## src/rtl/tt_check_pkg.sv

```systemverilog
// Shared types and cell-library truth tables for the truth-table checker.
package tt_check_pkg;

  // Checker sequencing states
  typedef enum logic [1:0] {
    ST_IDLE   = 2'd0,
    ST_APPLY  = 2'd1,
    ST_SAMPLE = 2'd2,
    ST_DONE   = 2'd3
  } tt_state_e;

  // Width of the settle counter; covers SETTLE up to 15
  localparam int unsigned SETTLE_W = 4;

  // Expected truth tables, bit i = output for input vector i
  localparam logic [3:0] NAND2_TT = 4'b0111;
  localparam logic [7:0] NAND3_TT = 8'b0111_1111;
  localparam logic [7:0] NOR3_TT  = 8'b0000_0001;
  localparam logic [7:0] AND3_TT  = 8'b1000_0000;

  // Final settle count; a zero settle still holds each vector for one cycle
  function automatic int unsigned settle_last(input int unsigned settle);
    return (settle == 0) ? 0 : settle - 1;
  endfunction

endpackage

```

## src/rtl/tt_vector_counter.sv

```systemverilog
// Vector index and per-vector settle counters for the truth-table checker.
module tt_vector_counter
  import tt_check_pkg::*;
#(
  parameter int unsigned N_IN   = 3,
  parameter int unsigned SETTLE = 2
) (
  input  logic            clk,
  input  logic            rst,
  input  logic            clear,
  input  logic            settle_inc,
  input  logic            vec_inc,
  output logic [N_IN-1:0] vec,
  output logic            last_vec,
  output logic            settle_done
);

  localparam logic [SETTLE_W-1:0] SETTLE_LAST = SETTLE_W'(settle_last(SETTLE));
  localparam logic [N_IN-1:0]     VEC_LAST    = '1;

  logic [SETTLE_W-1:0] settle_cnt;

  // Clear wins over advancing to the next vector, which wins over settling
  always_ff @(posedge clk) begin
    if (rst) begin
      vec        <= '0;
      settle_cnt <= '0;
    end else if (clear) begin
      vec        <= '0;
      settle_cnt <= '0;
    end else if (vec_inc) begin
      vec        <= vec + N_IN'(1);
      settle_cnt <= '0;
    end else if (settle_inc) begin
      settle_cnt <= settle_cnt + SETTLE_W'(1);
    end
  end

  assign last_vec    = (vec == VEC_LAST);
  assign settle_done = (settle_cnt == SETTLE_LAST);

endmodule

```

## config.mk

```make
export PLATFORM = sky130hd
export DESIGN_NAME = tt_vector_counter
export DESIGN_NICKNAME = d
export VERILOG_FILES = /design/src/rtl/tt_check_pkg.sv /design/src/rtl/tt_vector_counter.sv
export SDC_FILE = /design/constraint.sdc
export NUM_CORES = 1
export LEC_CHECK = 0
export ABC_AREA = 1
export CAP_MARGIN = 20
export CORE_AREA = 8 8 45 47
export CTS_CLUSTER_SIZE = 8
export DETAILED_ROUTE_END_ITERATION = 6
export DIE_AREA = 0 0 53 55
export GPL_TIMING_DRIVEN = 0
export PLACE_DENSITY = 0.55
export REMOVE_ABC_BUFFERS = 1
export SLEW_MARGIN = 10
export SYNTH_ARGS = -nofsm -noshare
export SYNTH_HDL_FRONTEND = slang
export SYNTH_SLANG_ARGS = --single-unit
```

## constraint.sdc

```tcl
create_clock -name clk -period 1.4 [get_ports clk]
set_input_delay 0.28 -clock clk [delete_from_list [all_inputs] [get_ports clk]]
set_output_delay 0.28 -clock clk [all_outputs]
set_load 0.01 [all_outputs]
```

# == Word level (Yosys, flattened, before mapping) ==
# Cells that the tools add are included.
# classes
addsub,2
n_eq_ne,2
n_reduce_logical,2
# ops
cell,n
4-bit by 1-bit adder with 4-bit output (second input constant),1
4-bit by 1-bit == test with 1-bit output (second input constant),1
3-bit by 1-bit adder with 3-bit output (second input constant),1
3-bit == test (second input constant),1
3-bit OR reduction,1
2-bit OR reduction,1
# totals
ff_bits,7
in_bits,5
word_cells,8

# == Longest topological paths before layout ==
# Gate-level depths: netlist of run 1.
# logic_depth
word_depth,1
depth_mapped,5

# == Least setup slack after synthesis of run 1 ==
# OpenSTA, ideal clock, no wires.
# synth_timing
path_kind,register to output
from,reg settle_cnt[0]
to,out settle_done
arrival_ps,803
t_required_ps,1120
setup_slack_ps,317
stages_incl_launch_ff,3
path_buffers,0
cell_sequence,dfxtp_1 ha_1 nor3b_1
# synth_via
elab_chain_cells,1
# synth_rtl
element,line,text
"start, declared",tt_vector_counter.sv:21,logic [SETTLE_W-1:0] settle_cnt;
"start signal, assigned",tt_vector_counter.sv:35,settle_cnt <= settle_cnt + SETTLE_W'(1);
4-bit by 1-bit == test with 1-bit output,tt_vector_counter.sv:40,assign settle_done = (settle_cnt == SETTLE_LAST);
"end, declared",tt_vector_counter.sv:15,output logic settle_done
# Every way passes these cells.

# == Final worst setup path of run 1 ==
# layout_timing
from,reg vec[0]
to,out last_vec
# layout_via
elab_chain_cells,1
# layout_rtl
element,line,text
"start, declared",tt_vector_counter.sv:13,"output logic [N_IN-1:0] vec,"
"start signal, assigned",tt_vector_counter.sv:32,vec <= vec + N_IN'(1);
3-bit == test,tt_vector_counter.sv:39,assign last_vec = (vec == VEC_LAST);
"end, declared",tt_vector_counter.sv:14,"output logic last_vec,"
# Every way passes these cells.

==> impl_metrics.csv, run 1 <==
group,metric,value,unit
synthesis,syn_area_per_cell,8.18,um2
floorplanning,std_cell_rows,14,
critical_path,cp-start-kind,"register",
layout,utilization,36.0,%
layout,regArea,144,um2
sta,finalWorstSetupSlack,0.0592,ns
flow_run,maxCapViolations,0,
synthesis,synth_simple_gate_area_share,29.2,%
synthesis,synth_adder_area_share,14.2,%
synthesis,async_reset_ff_share,0,%
global_routing,grt_max_degree,5,
pwr,p_per_area,857,mW/mm2
critical_path,critical_path.max_fanout,2,
clocking,cts_root_buffer,"clkbuf_4",
route,first_pass_iters,4,
synthesis,synth_seq_cells,7,
critical_path,cp.arrival,1.06,ns
global_routing,grt_pass1_vias,310,
pwr,p_leak,0.000235,uW
critical_path,r2r_setup_slack,0.37,ns
route,m1WireLength,292,um
floorplanning,initial_core_util,25.4,%
synthesis,synth_top_area_cell,"dfxtp_1",
synthesis,synth.distinct_cells,15,
synthesis,synthTopCellsByArea,"dfxtp_1, ha_1, nand2_1",
sta,finalSetupViolations,0,
sta,period_share,95.8,%
floorplanning,die_area,0.00292,mm2
sta,timing.fmax,746,MHz
layout,area_delta_synth_final,41.6,%
route,vias,297,
route,wl_met3,83,um
route,wl_per_cell,8.96,um
layout,drive_gt1_share,29.3,%
clocking,clockBufferDepth,2,
sta,grt_setup_unrepaired,"false",
sta,skew,0.000261,ns
sta,slew_violations,0,
clocking,cts_max_level,1,
placed_design,dpl_cell_area,462,um2
synthesis,syn_inst,43,
global_routing,grt_pass1_wl,1.08,mm
floorplanning,die_w,53,um
synthesis,synth-xor-area-share,4.98,%
pwr,peakVddDrop,0.381,mV
layout,fin_cells,74,
floorplanning,pin_count,10,
synthesis,ys.flop_type,"dfxtp_1",
clocking,cts_buffers,3,
synthesis,synth_common_cells,"nand2_1, dfxtp_1, nor2_1, ha_1, inv_1",
min_path,hold_depth,2,
route,drc,0,
critical_path,rr_endpoint,"settle_cnt[1]$_SDFFE_PP0P_",
sta,tightestPinTransition,0.179,ns
synthesis,syn_area,352,um2
sta,period_needed,1.34,ns
clocking,insertion_delay,0.25,ns
layout,num_antenna_cells,0,
synthesis,synth_edf_count,0,
critical_path,end_kind,"output pin",
synthesis,synth.most_common_cell,"nand2_1",
status,status,"completed",
synthesis,synth_top_family_by_area,"simple AND/OR/NAND/NOR gates",
global_routing,globalRouteTotalUtil,5.25,%
sta,finalHoldViolCount,0,
critical_path,rr_worst_depth,4,
floorplanning,core-area,0.00138,mm2
critical_path,crit_path_end,"last_vec",
layout,design_area,498,um2
route,wl,663,um
clocking,cts_tree,"yes",
layout,multiInputGateArea,194,um2
route,antenna_left,0,
placed_design,place_congestion,0.694,
global_routing,antenna_found_initial,0,
clocking,clk_pin_slew,0.05,ns
critical_path,rr_startpoint,"settle_cnt[1]$_SDFFE_PP0P_",
synthesis,synth.area.mux_share,0,%
synthesis,yosys_warnings,0,
route,dr_wl_met2,288,um
min_path,hold_path.class,"reg2reg",
clocking,cts.sinks,7,
synthesis,synth_top_area_share,39.9,%
placed_design,dp_slack,-0.118,ns
sta,max-slew-margin-rel,88.0,%
route,drtIter0Drc,3,
placed_design,post-dp-hpwl,519,um
layout,finalNetCount,68,
critical_path,crit_start,"vec[0]$_SDFFE_PP0P_",
placed_design,dp.cells,68,
global_routing,grt-ovfl-total,0,
route,viasPerCell,4.01,
critical_path,worst-setup-path-type,"reg2out",
critical_path,cp_data_required_time,1.12,ns
placed_design,portBuffers,9,
floorplanning,die_h,55,um
sta,finalSetupTns,0,ns
synthesis,synth_compound_area_share,5.34,%
layout,nFillCells,149,
route,top_layer,"met3",
synthesis,ys_seq_area_share,39.9,%
-- metal layers --
layer | track usage (%) | up-vias
met4 | 5.17 | 0
met5 | 0 | -
met2 | 7.23 | 10
met1 | 5.19 | 124
li1 | - | 163
met3 | 3.48 | 0
-- flip-flops by register name, indices dropped and copies added, names as in the netlist --
signal      flops
settle_cnt      4
vec             3
-- per-stage QoR --
stage                     hold WS [ns]  total power (uW)
after CTS                        0.486               436
after global placement           0.481               250
after detailed placement         0.477               250
after global routing             0.511               453
final                            0.479               427
after floorplan                  0.420               228
-- worst max-delay path: stages (launching register included) --
cell	delay (ns)
dfxtp_2	0.31
ha_1	0.19
ha_1	0.18
buf_2	0.14
-- cells in the final DEF, fill, tap and decap left out --
| cell type | instances |
|---|---|
| a21oi_1 | 2 |
| a21oi_2 | 1 |
| buf_2 | 2 |
| buf_4 | 2 |
| clkbuf_1 | 1 |
| clkbuf_4 | 3 |
| clkdlybuf4s50_1 | 4 |
| dfxtp_1 | 4 |
| dfxtp_2 | 3 |
| dlygate4sd2_1 | 3 |
| ha_1 | 4 |
| inv_1 | 4 |
| inv_2 | 2 |
| nand2_1 | 11 |
| nand3_2 | 1 |
| nor2_1 | 5 |
| nor2_2 | 1 |
| nor3b_2 | 2 |
| or2_0 | 1 |
| xnor2_1 | 1 |
| xor2_1 | 1 |
-- worst min-delay path by stage --
stage | startpoint | endpoint
after detailed placement | vec[1]$_SDFFE_PP0P_ | vec[1]$_SDFFE_PP0P_
after CTS | vec[1]$_SDFFE_PP0P_ | vec[1]$_SDFFE_PP0P_
after global routing | vec[2]$_SDFFE_PP0P_ | vec[2]$_SDFFE_PP0P_
after floorplan | vec_inc | vec[2]$_SDFFE_PP0P_
final | vec[1]$_SDFFE_PP0P_ | vec[1]$_SDFFE_PP0P_
after global placement | vec[1]$_SDFFE_PP0P_ | vec[1]$_SDFFE_PP0P_
-- kinds of logic (layout without fill, tap and decap cells) --
logic type / count (synthesis) / in the layout
AND/OR/NAND/NOR: 21 / 21
flip-flops: 7 / 7
buffers and inverters: 6 / 21
adder cells (fa/ha/maj): 4 / 4
AO/OA/AOI/OAI: 3 / 3
XOR/XNOR: 2 / 2
-- cell type report --
type	count	share of cell area (%)
Multi-Input combinational cell	30	38.9
Sequential cell	7	28.9
Timing Repair Buffer	11	18.3
Clock buffer	4	5.28
Inverter	6	4.52
Tap cell	16	4.02
-- timing repair --
item	4_1_cts	5_1_grt
cloned	0	0
gates resized for setup	14	1
setup endpoints to repair	5	2
buffers inserted	0	2
hold buffers	0	0
pin swaps	0	0
-- power breakdown --
| group | total [uW] | switching, uW | internal, uW |
|---|---|---|---|
| Sequential | 205 | 2.02 | 203 |
| Clock | 181 | 72.1 | 109 |
| Combinational | 41.0 | 18.7 | 22.3 |
(Power assumes the default switching activity.)
==> run 2: changes to the inputs <==
Clock period 1.4 ns to 1.7 ns, I/O delays scaled along.
==> impl_metrics.csv, run 2 (synthesis results as in run 1) <==
group,metric,value,unit
clocking,ctsResizeCount,2,
floorplanning,std_cell_rows,14,
global_routing,antenna_found_initial,0,
route,viasPerCell,4.01,
route,top_layer,"met3",
sta,timing.fmax,634,MHz
sta,slew_violations,0,
global_routing,globalRouteTotalUtil,5.20,%
route,m1WireLength,288,um
layout,drive_gt1_share,16.1,%
global_routing,grt-ovfl-total,0,
critical_path,rr_endpoint,"settle_cnt[1]$_SDFFE_PP0P_",
clocking,cts_max_level,1,
clocking,cts_root_buffer,"clkbuf_4",
min_path,worstHoldStart,"vec[1]$_SDFFE_PP0P_",
layout,mostFrequentLayoutCell,"nand2_1",
critical_path,rr_startpoint,"settle_cnt[1]$_SDFFE_PP0P_",
floorplanning,core-area,0.00138,mm2
layout,finalNetCount,66,
global_routing,grt_max_degree,5,
status,status,"completed",
pwr,peakVddDrop,0.325,mV
min_path,hold_path.class,"reg2reg",
floorplanning,initial_core_util,25.4,%
layout,multiInputGateArea,189,um2
layout,top_regs,"settle_cnt (4), vec (3)",
clocking,clk_pin_slew,0.05,ns
floorplanning,pin_count,10,
global_routing,grt_pass1_vias,301,
pwr,p_per_area,721,mW/mm2
layout,num_antenna_cells,0,
clocking,cts_tree,"yes",
critical_path,critical_path.max_fanout,4,
critical_path,r2r_setup_slack,0.61,ns
floorplanning,die_h,55,um
route,drc,0,
sta,finalHoldViolCount,0,
flow_run,maxCapViolations,0,
clocking,hold_buffers,0,
clocking,clockBufferDepth,2,
placed_design,place_congestion,0.694,
sta,max-slew-margin-rel,87.9,%
clocking,insertion_delay,0.25,ns
route,first_pass_iters,4,
layout,design_area,485,um2
layout,final_cell_mix,"nand2_1, clkdlybuf4s50_1, dfxtp_1, nor2_1",
placed_design,post-dp-hpwl,519,um
layout,nFillCells,150,
route,vias,289,
sta,grt_setup_unrepaired,"false",
floorplanning,die_area,0.00292,mm2
layout,largest_register_ffs,4,
route,drtIter0Drc,3,
critical_path,rr_worst_depth,4,
route,wl_met3,83,um
placed_design,dpl_cell_area,462,um2
layout,regArea,140,um2
clocking,cts_buffers,3,
critical_path,cp.arrival,1.24,ns
route,wl_per_cell,8.96,um
pwr,p_leak,0.000210,uW
layout,area_delta_synth_final,38.1,%
layout,utilization,35.1,%
min_path,hold_depth,2,
critical_path,cp_data_required_time,1.36,ns
critical_path,cp-start-kind,"register",
route,antenna_left,0,
sta,finalSetupViolations,0,
critical_path,worst-setup-path-type,"reg2out",
placed_design,portBuffers,9,
route,dr_wl_met2,273,um
min_path,hold_path_end,"vec[1]$_SDFFE_PP0P_",
critical_path,end_kind,"output pin",
layout,largest-register,"settle_cnt",
sta,period_needed,1.58,ns
clocking,cts.sinks,7,
sta,skew,0.000244,ns
route,wl,645,um
sta,finalSetupTns,0,ns
clocking,post_cts_buffers,0,
sta,tightestPinTransition,0.180,ns
global_routing,grt_pass1_wl,1.06,mm
sta,period_share,92.8,%
floorplanning,die_w,53,um
## run 2: how the worst max path moves through the flow
stage	start	endpoint	slack (ns)	depth (start not counted)
4_1_cts	vec[0]$_SDFFE_PP0P_	last_vec	0.09	3
2_1_floorplan	settle_cnt[0]$_SDFFE_PP0P_	settle_done	0.56	2
6_report	settle_cnt[1]$_SDFFE_PP0P_	settle_done	0.12	4
5_1_grt	settle_cnt[1]$_SDFFE_PP0P_	settle_done	0.04	4
3_5_place_dp	settle_cnt[0]$_SDFFE_PP0P_	settle_done	0.12	3
3_3_place_gp	settle_cnt[0]$_SDFFE_PP0P_	settle_done	0.12	3
## run 2: per-layer routing
metal	track usage, %	up-vias
li1	-	160
met1	5.04	119
met2	7.03	10
met3	3.74	0
met4	5.17	0
met5	0	-
## run 2: power breakdown
part	switching [uW]	internal [uW]	leakage [uW]
sequential	2.32	167	0.0000566
clock	59.4	89.4	0.0000150
combinational	14.3	17.9	0.000138
## run 2: final cells by class
cell class,count,share of cell area (%)
Sequential cell,7,28.9
Clock buffer,4,5.41
Inverter,6,4.64
Tap cell,16,4.12
Multi-Input combinational cell,30,38.9
Timing Repair Buffer,9,18.0
## run 2: metrics by stage
stage	setup WS, ns	power (uW)	cells	hold slack, ns
6_report	0.123	350	72	0.482
5_1_grt	0.0416	371	72	0.513
4_1_cts	0.0881	360	72	0.489
3_5_place_dp	0.122	206	68	0.477
3_3_place_gp	0.119	206	68	0.481
2_1_floorplan	0.557	187	43	0.478
## run 2: worst max-delay path, cell delays in order (launching register included)
cell and delay, ns:
dfxtp_1 0.37, inv_1 0.06, ha_1 0.16, nor3b_1 0.12, dlygate4sd2_1 0.28
==> run 3: changes to the inputs <==
Settings changed: CAP_MARGIN 20 to 10, PLACE_DENSITY 0.55 to default, PLACE_DENSITY_LB_ADDON from default to 0.2.
==> impl_metrics.csv, run 3 (synthesis results as in run 1) <==
group,metric,value,unit
status,status,"completed",
critical_path,crit_slowest_cell,"dfxtp_1",
layout,area_delta_synth_final,38.4,%
sta,grt_setup_unrepaired,"false",
critical_path,cp-start-kind,"register",
route,top_layer,"met4",
critical_path,end_kind,"output pin",
layout,mostFrequentLayoutCell,"nand2_1",
placed_design,place_congestion,0.669,
sta,max-slew-margin-rel,88.7,%
sta,tightestPinTransition,0.170,ns
critical_path,slowest_delay,0.37,ns
clocking,cts_max_level,1,
route,vias,297,
route,wl_per_cell,9.07,um
critical_path,cp_data_required_time,1.36,ns
sta,finalHoldViolCount,0,
floorplanning,core-area,0.00138,mm2
pwr,p_per_area,719,mW/mm2
route,wl_met3,35,um
sta,skew,0.00321,ns
route,first_pass_iters,2,
clocking,cts_root_buffer,"clkbuf_4",
placed_design,portBuffers,9,
sta,slew_violations,0,
pwr,peakVddDrop,0.328,mV
layout,nFillCells,158,
global_routing,grt_pass1_vias,302,
critical_path,crit_chain,"inv_1 > ha_1 > nor3b_1 > dlygate4sd2_1",
placed_design,post-dp-hpwl,515,um
floorplanning,initial_core_util,25.4,%
sta,period_share,93.9,%
pwr,p_sw_share,21.6,%
floorplanning,die_area,0.00292,mm2
route,drc,0,
route,drtIter0Drc,2,
global_routing,antenna_found_initial,0,
layout,num_antenna_cells,0,
clocking,cts_tree,"yes",
flow_run,maxCapViolations,0,
global_routing,grt_max_degree,5,
route,dr_wl_met2,255,um
layout,largest-register,"settle_cnt",
global_routing,grt_pass1_wl,1.10,mm
sta,finalSetupTns,0,ns
floorplanning,die_w,53,um
global_routing,grt-ovfl-total,0,
pwr,clkPwrFrac,42.3,%
layout,final_cell_mix,"nand2_1, clkdlybuf4s50_1, dfxtp_1, nor2_1",
layout,drive_gt1_share,17.9,%
route,antenna_left,0,
clocking,post_cts_buffers,0,
clocking,clockBufferDepth,2,
clocking,insertion_delay,0.25,ns
pwr,pwr-share-seq,48.5,%
layout,utilization,35.2,%
min_path,hold_path.class,"reg2reg",
floorplanning,die_h,55,um
route,viasPerCell,4.13,
sta,period_needed,1.60,ns
layout,largest_register_ffs,4,
floorplanning,pin_count,10,
pwr,p_comb_share,9.3,%
pwr,switchingPower,75.6,uW
pwr,p_int,274,uW
clocking,cts.sinks,7,
layout,finalNetCount,66,
critical_path,cp.arrival,1.26,ns
sta,timing.fmax,627,MHz
route,m1WireLength,352,um
pwr,p_leak,0.000210,uW
clocking,cts_buffers,3,
route,wl,653,um
clocking,clk_pin_slew,0.05,ns
critical_path,worst-setup-path-type,"reg2out",
global_routing,globalRouteTotalUtil,5.31,%
critical_path,critical_path.max_fanout,4,
sta,finalSetupViolations,0,
floorplanning,std_cell_rows,14,
layout,top_regs,"settle_cnt (4), vec (3)",
## run 3: changes by cell type in the layout (fill, tap and decap cells not counted)
cell and delta:
dfxtp_1 -1, dfxtp_2 +1
## run 3: worst max-delay path: cells and delay by family, from the launching register on
family,cells,cell delay (ns)
DFF,1,0.37
buffers and inverters,2,0.34
adders and majority gates,1,0.17
and+or+nand+nor,1,0.13
## run 3: path summary, 6_finish.rpt
kind	startpoint	to	slack [ns]	depth (start not counted)
worst max-delay path	settle_cnt[1]$_SDFFE_PP0P_	settle_done	0.10	4
worst min-delay path	vec[1]$_SDFFE_PP0P_	vec[1]$_SDFFE_PP0P_	0.49	2
worst max register to register	settle_cnt[1]$_SDFFE_PP0P_	settle_cnt[1]$_SDFFE_PP0P_	0.61	4
worst min register to register	vec[1]$_SDFFE_PP0P_	vec[1]$_SDFFE_PP0P_	0.49	2
## run 3: layout make-up
type,instances,area [um2],area share (%)
clock buffers,4,26.3,5.40
repair buffers,9,87.6,18.0
multi-input cells,30,189,38.8
flip-flops and latches,7,141,29.0
inverters,6,22.5,4.63
well taps,16,20.0,4.11
## run 3: metal layers
metal  GRT usage, %  vias to the layer above
met4           5.17                        0
met1           5.81                      127
met2           7.42                        8
met5              0                        -
met3           2.41                        2
li1               -                      160
## run 3: power by group through the flow
stage	sequential (uW)	clock, uW	combinational, uW
final	170	148	32.4
after detailed placement	173	0	33.7
after global routing	170	165	36.4
after floorplan	173	0	14.5
after global placement	173	0	33.4
after CTS	170	156	33.2
## run 3: metrics by stage
step           cells  power [uW]  worst slack (ns)  hold WS, ns  instance area, um2
5_1_grt           72         371            0.0365        0.513                 487
6_report          72         350             0.104        0.490                 487
3_3_place_gp      68         206             0.110        0.484                 462
3_5_place_dp      68         206            0.0978        0.482                 462
2_1_floorplan     43         187             0.557        0.478                 352
4_1_cts           72         359            0.0739        0.493                 487
## run 3: what timing repair did
action,in CTS,in global routing
hold endpoints to repair,0,0
endpoints found under the setup margin,2,0
gates resized for setup,3,0
hold buffers,0,0
==> RTL change, RTL diff (flow settings as in run 3) <==
Register the inputs `clear`, `settle_inc` and `vec_inc` before use. The logic sees them one clock later.
--- a/src/rtl/tt_vector_counter.sv
+++ b/src/rtl/tt_vector_counter.sv
@@ -20,2 +20,12 @@
 
+  logic clear_q;
+  logic settle_inc_q;
+  logic vec_inc_q;
+
+  always_ff @(posedge clk) begin
+    clear_q      <= clear;
+    settle_inc_q <= settle_inc;
+    vec_inc_q    <= vec_inc;
+  end
+
   logic [SETTLE_W-1:0] settle_cnt;
@@ -27,9 +37,9 @@
       settle_cnt <= '0;
-    end else if (clear) begin
+    end else if (clear_q) begin
       vec        <= '0;
       settle_cnt <= '0;
-    end else if (vec_inc) begin
+    end else if (vec_inc_q) begin
       vec        <= vec + N_IN'(1);
       settle_cnt <= '0;
-    end else if (settle_inc) begin
+    end else if (settle_inc_q) begin
       settle_cnt <= settle_cnt + SETTLE_W'(1);
Function: changed (a bounded check fails within 4 cycles, from zero or initial values).
==> RTL change against run 3 <==
- wire length is 1.8% higher
- count of clock-buffer cells in the layout decreased by 1
- sequential cell count rose by 3
- total power increased by 24%
- combinational power decreased by 7.7%
- critical path depth unchanged
- final area is 12% higher
- via count down 0.67%
- area after synthesis grew 17%
- setup slack got worse by 0.0039 ns
- clock skew down 0.0015 ns
==> RTL change: results (changes against run 3) <==
Logic synthesis
  – Sequential element share of the synthesized area: 0.486 (was 0.399)
  – Xor and xnor area share after synthesis: 0.0426 (was 0.0498)
  – Adder-cell share of the synthesized area: 0.122 (was 0.142)
  – Post-synth ARST share: 0 (unchanged)
  – Synth Area in Compound Gates: 0.0456 (was 0.0534)
  – Synth top area cells: dfxtp_1 49%, ha_1 12%, nand2_1 10% (was dfxtp_1 40%, ha_1 14%, nand2_1 12%)
  – Syn_area_per_cell: 8.95 um^2 (was 8.18 um^2)
  – Synth top cells by count: 11 x nand2_1, 10 x dfxtp_1, 5 x nor2_1, 4 x ha_1, 4 x inv_1 (was 11 x nand2_1, 7 x dfxtp_1, 5 x nor2_1, 4 x ha_1, 4 x inv_1)

GRT
  – Vias in the first global route: 252 (was 302)
  – Total track usage: 0.0521 (was 0.0531)
  – Largest net degree at the start of global routing: 6 (was 5)
  – First-pass GRT wire length: 966 um (was 1100 um)

Placed design
  – Placed insts: 71 (was 68)
  – Area post-placement: 522 um^2 (was 462 um^2)
  – Buffers on Ports: 9 (unchanged)
  – Placer Congestion: 0.721 (was 0.669)
  – Worst slack, placed: 0.111 ns (was 0.0978 ns)

Pwr
  – Power Sequential: 247 uW (was 170 uW)
  – Clk pwr: 157 uW (was 148 uW)
  – Leakage: 0.234 nW (was 0.210 nW)
  – NetSw: 93.7 uW (was 75.6 uW)
  – Clock power frac: 0.363 (was 0.423)
  – Maximum vdd drop: 0.357 mV (was 0.328 mV)

Min path
  – Worst hold path class: register to register (unchanged)

Route
  – First DRT Iteration DRCs: 0 (was 2)
  – Wirelength per Cell: 8.99 um (was 9.07 um)
  – DR vias/cell: 3.99 (was 4.13)
  – Detailed Routing Iterations Pass 1: 1 (was 2)
  – Via Count: 295 (was 297)

Timing
  – Skew final: 0.00175 ns (was 0.00321 ns)
  – Least-Margin Pin Slew: 0.162 ns (was 0.170 ns)
  – Final worst path period need: 1.60 ns (about the same)
  – WHS: 0.478 ns (was 0.490 ns)

Setup path
  – Max FO, Critical Path: 4 (unchanged)

Finish
  – # fillers: 143 (was 158)
  – Fin util: 0.392 (was 0.352)
  – # nets final: 69 (was 66)

Status
  – Outcome: finished clean (unchanged)
==> RTL change: changes by cell type in the layout (fill, tap and decap cells not counted), sizes merged <==
| cell | run 3 | this run |
|---|---|---|
| dfxtp | 7 | 10 |
| clkbuf | 4 | 3 |
==> RTL change: cell type report <==
class	instances	area, um^2	share of cell area
tap	16	20.0	0.0369
sequential	10	201	0.371
inverter	6	22.5	0.0415
multi-input combinational	30	189	0.348
timing repair buffer	9	87.6	0.161
clock buffer	3	22.5	0.0415
==> RTL change: critical path, stage by stage (launching register included) <==
cell and delay (ns):
dfxtp_1 0.37, inv_1 0.06, ha_1 0.16, nor3b_1 0.13, dlygate4sd2_1 0.28
==> RTL change: per-layer routing <==
layer  vias to the layer above  global-route usage  part of all wire
met5                         -                   0                 0
met4                         0              0.0776             0.051
met3                         3              0.0374             0.089
met2                         9              0.0566              0.39
met1                       118              0.0522              0.47
li1                        165                   -                 -
==> RTL change: repair_timing <==
item,CTS,global route
gates resized for setup,3,0
setup endpoints to repair,2,0
setup buffers,0,0
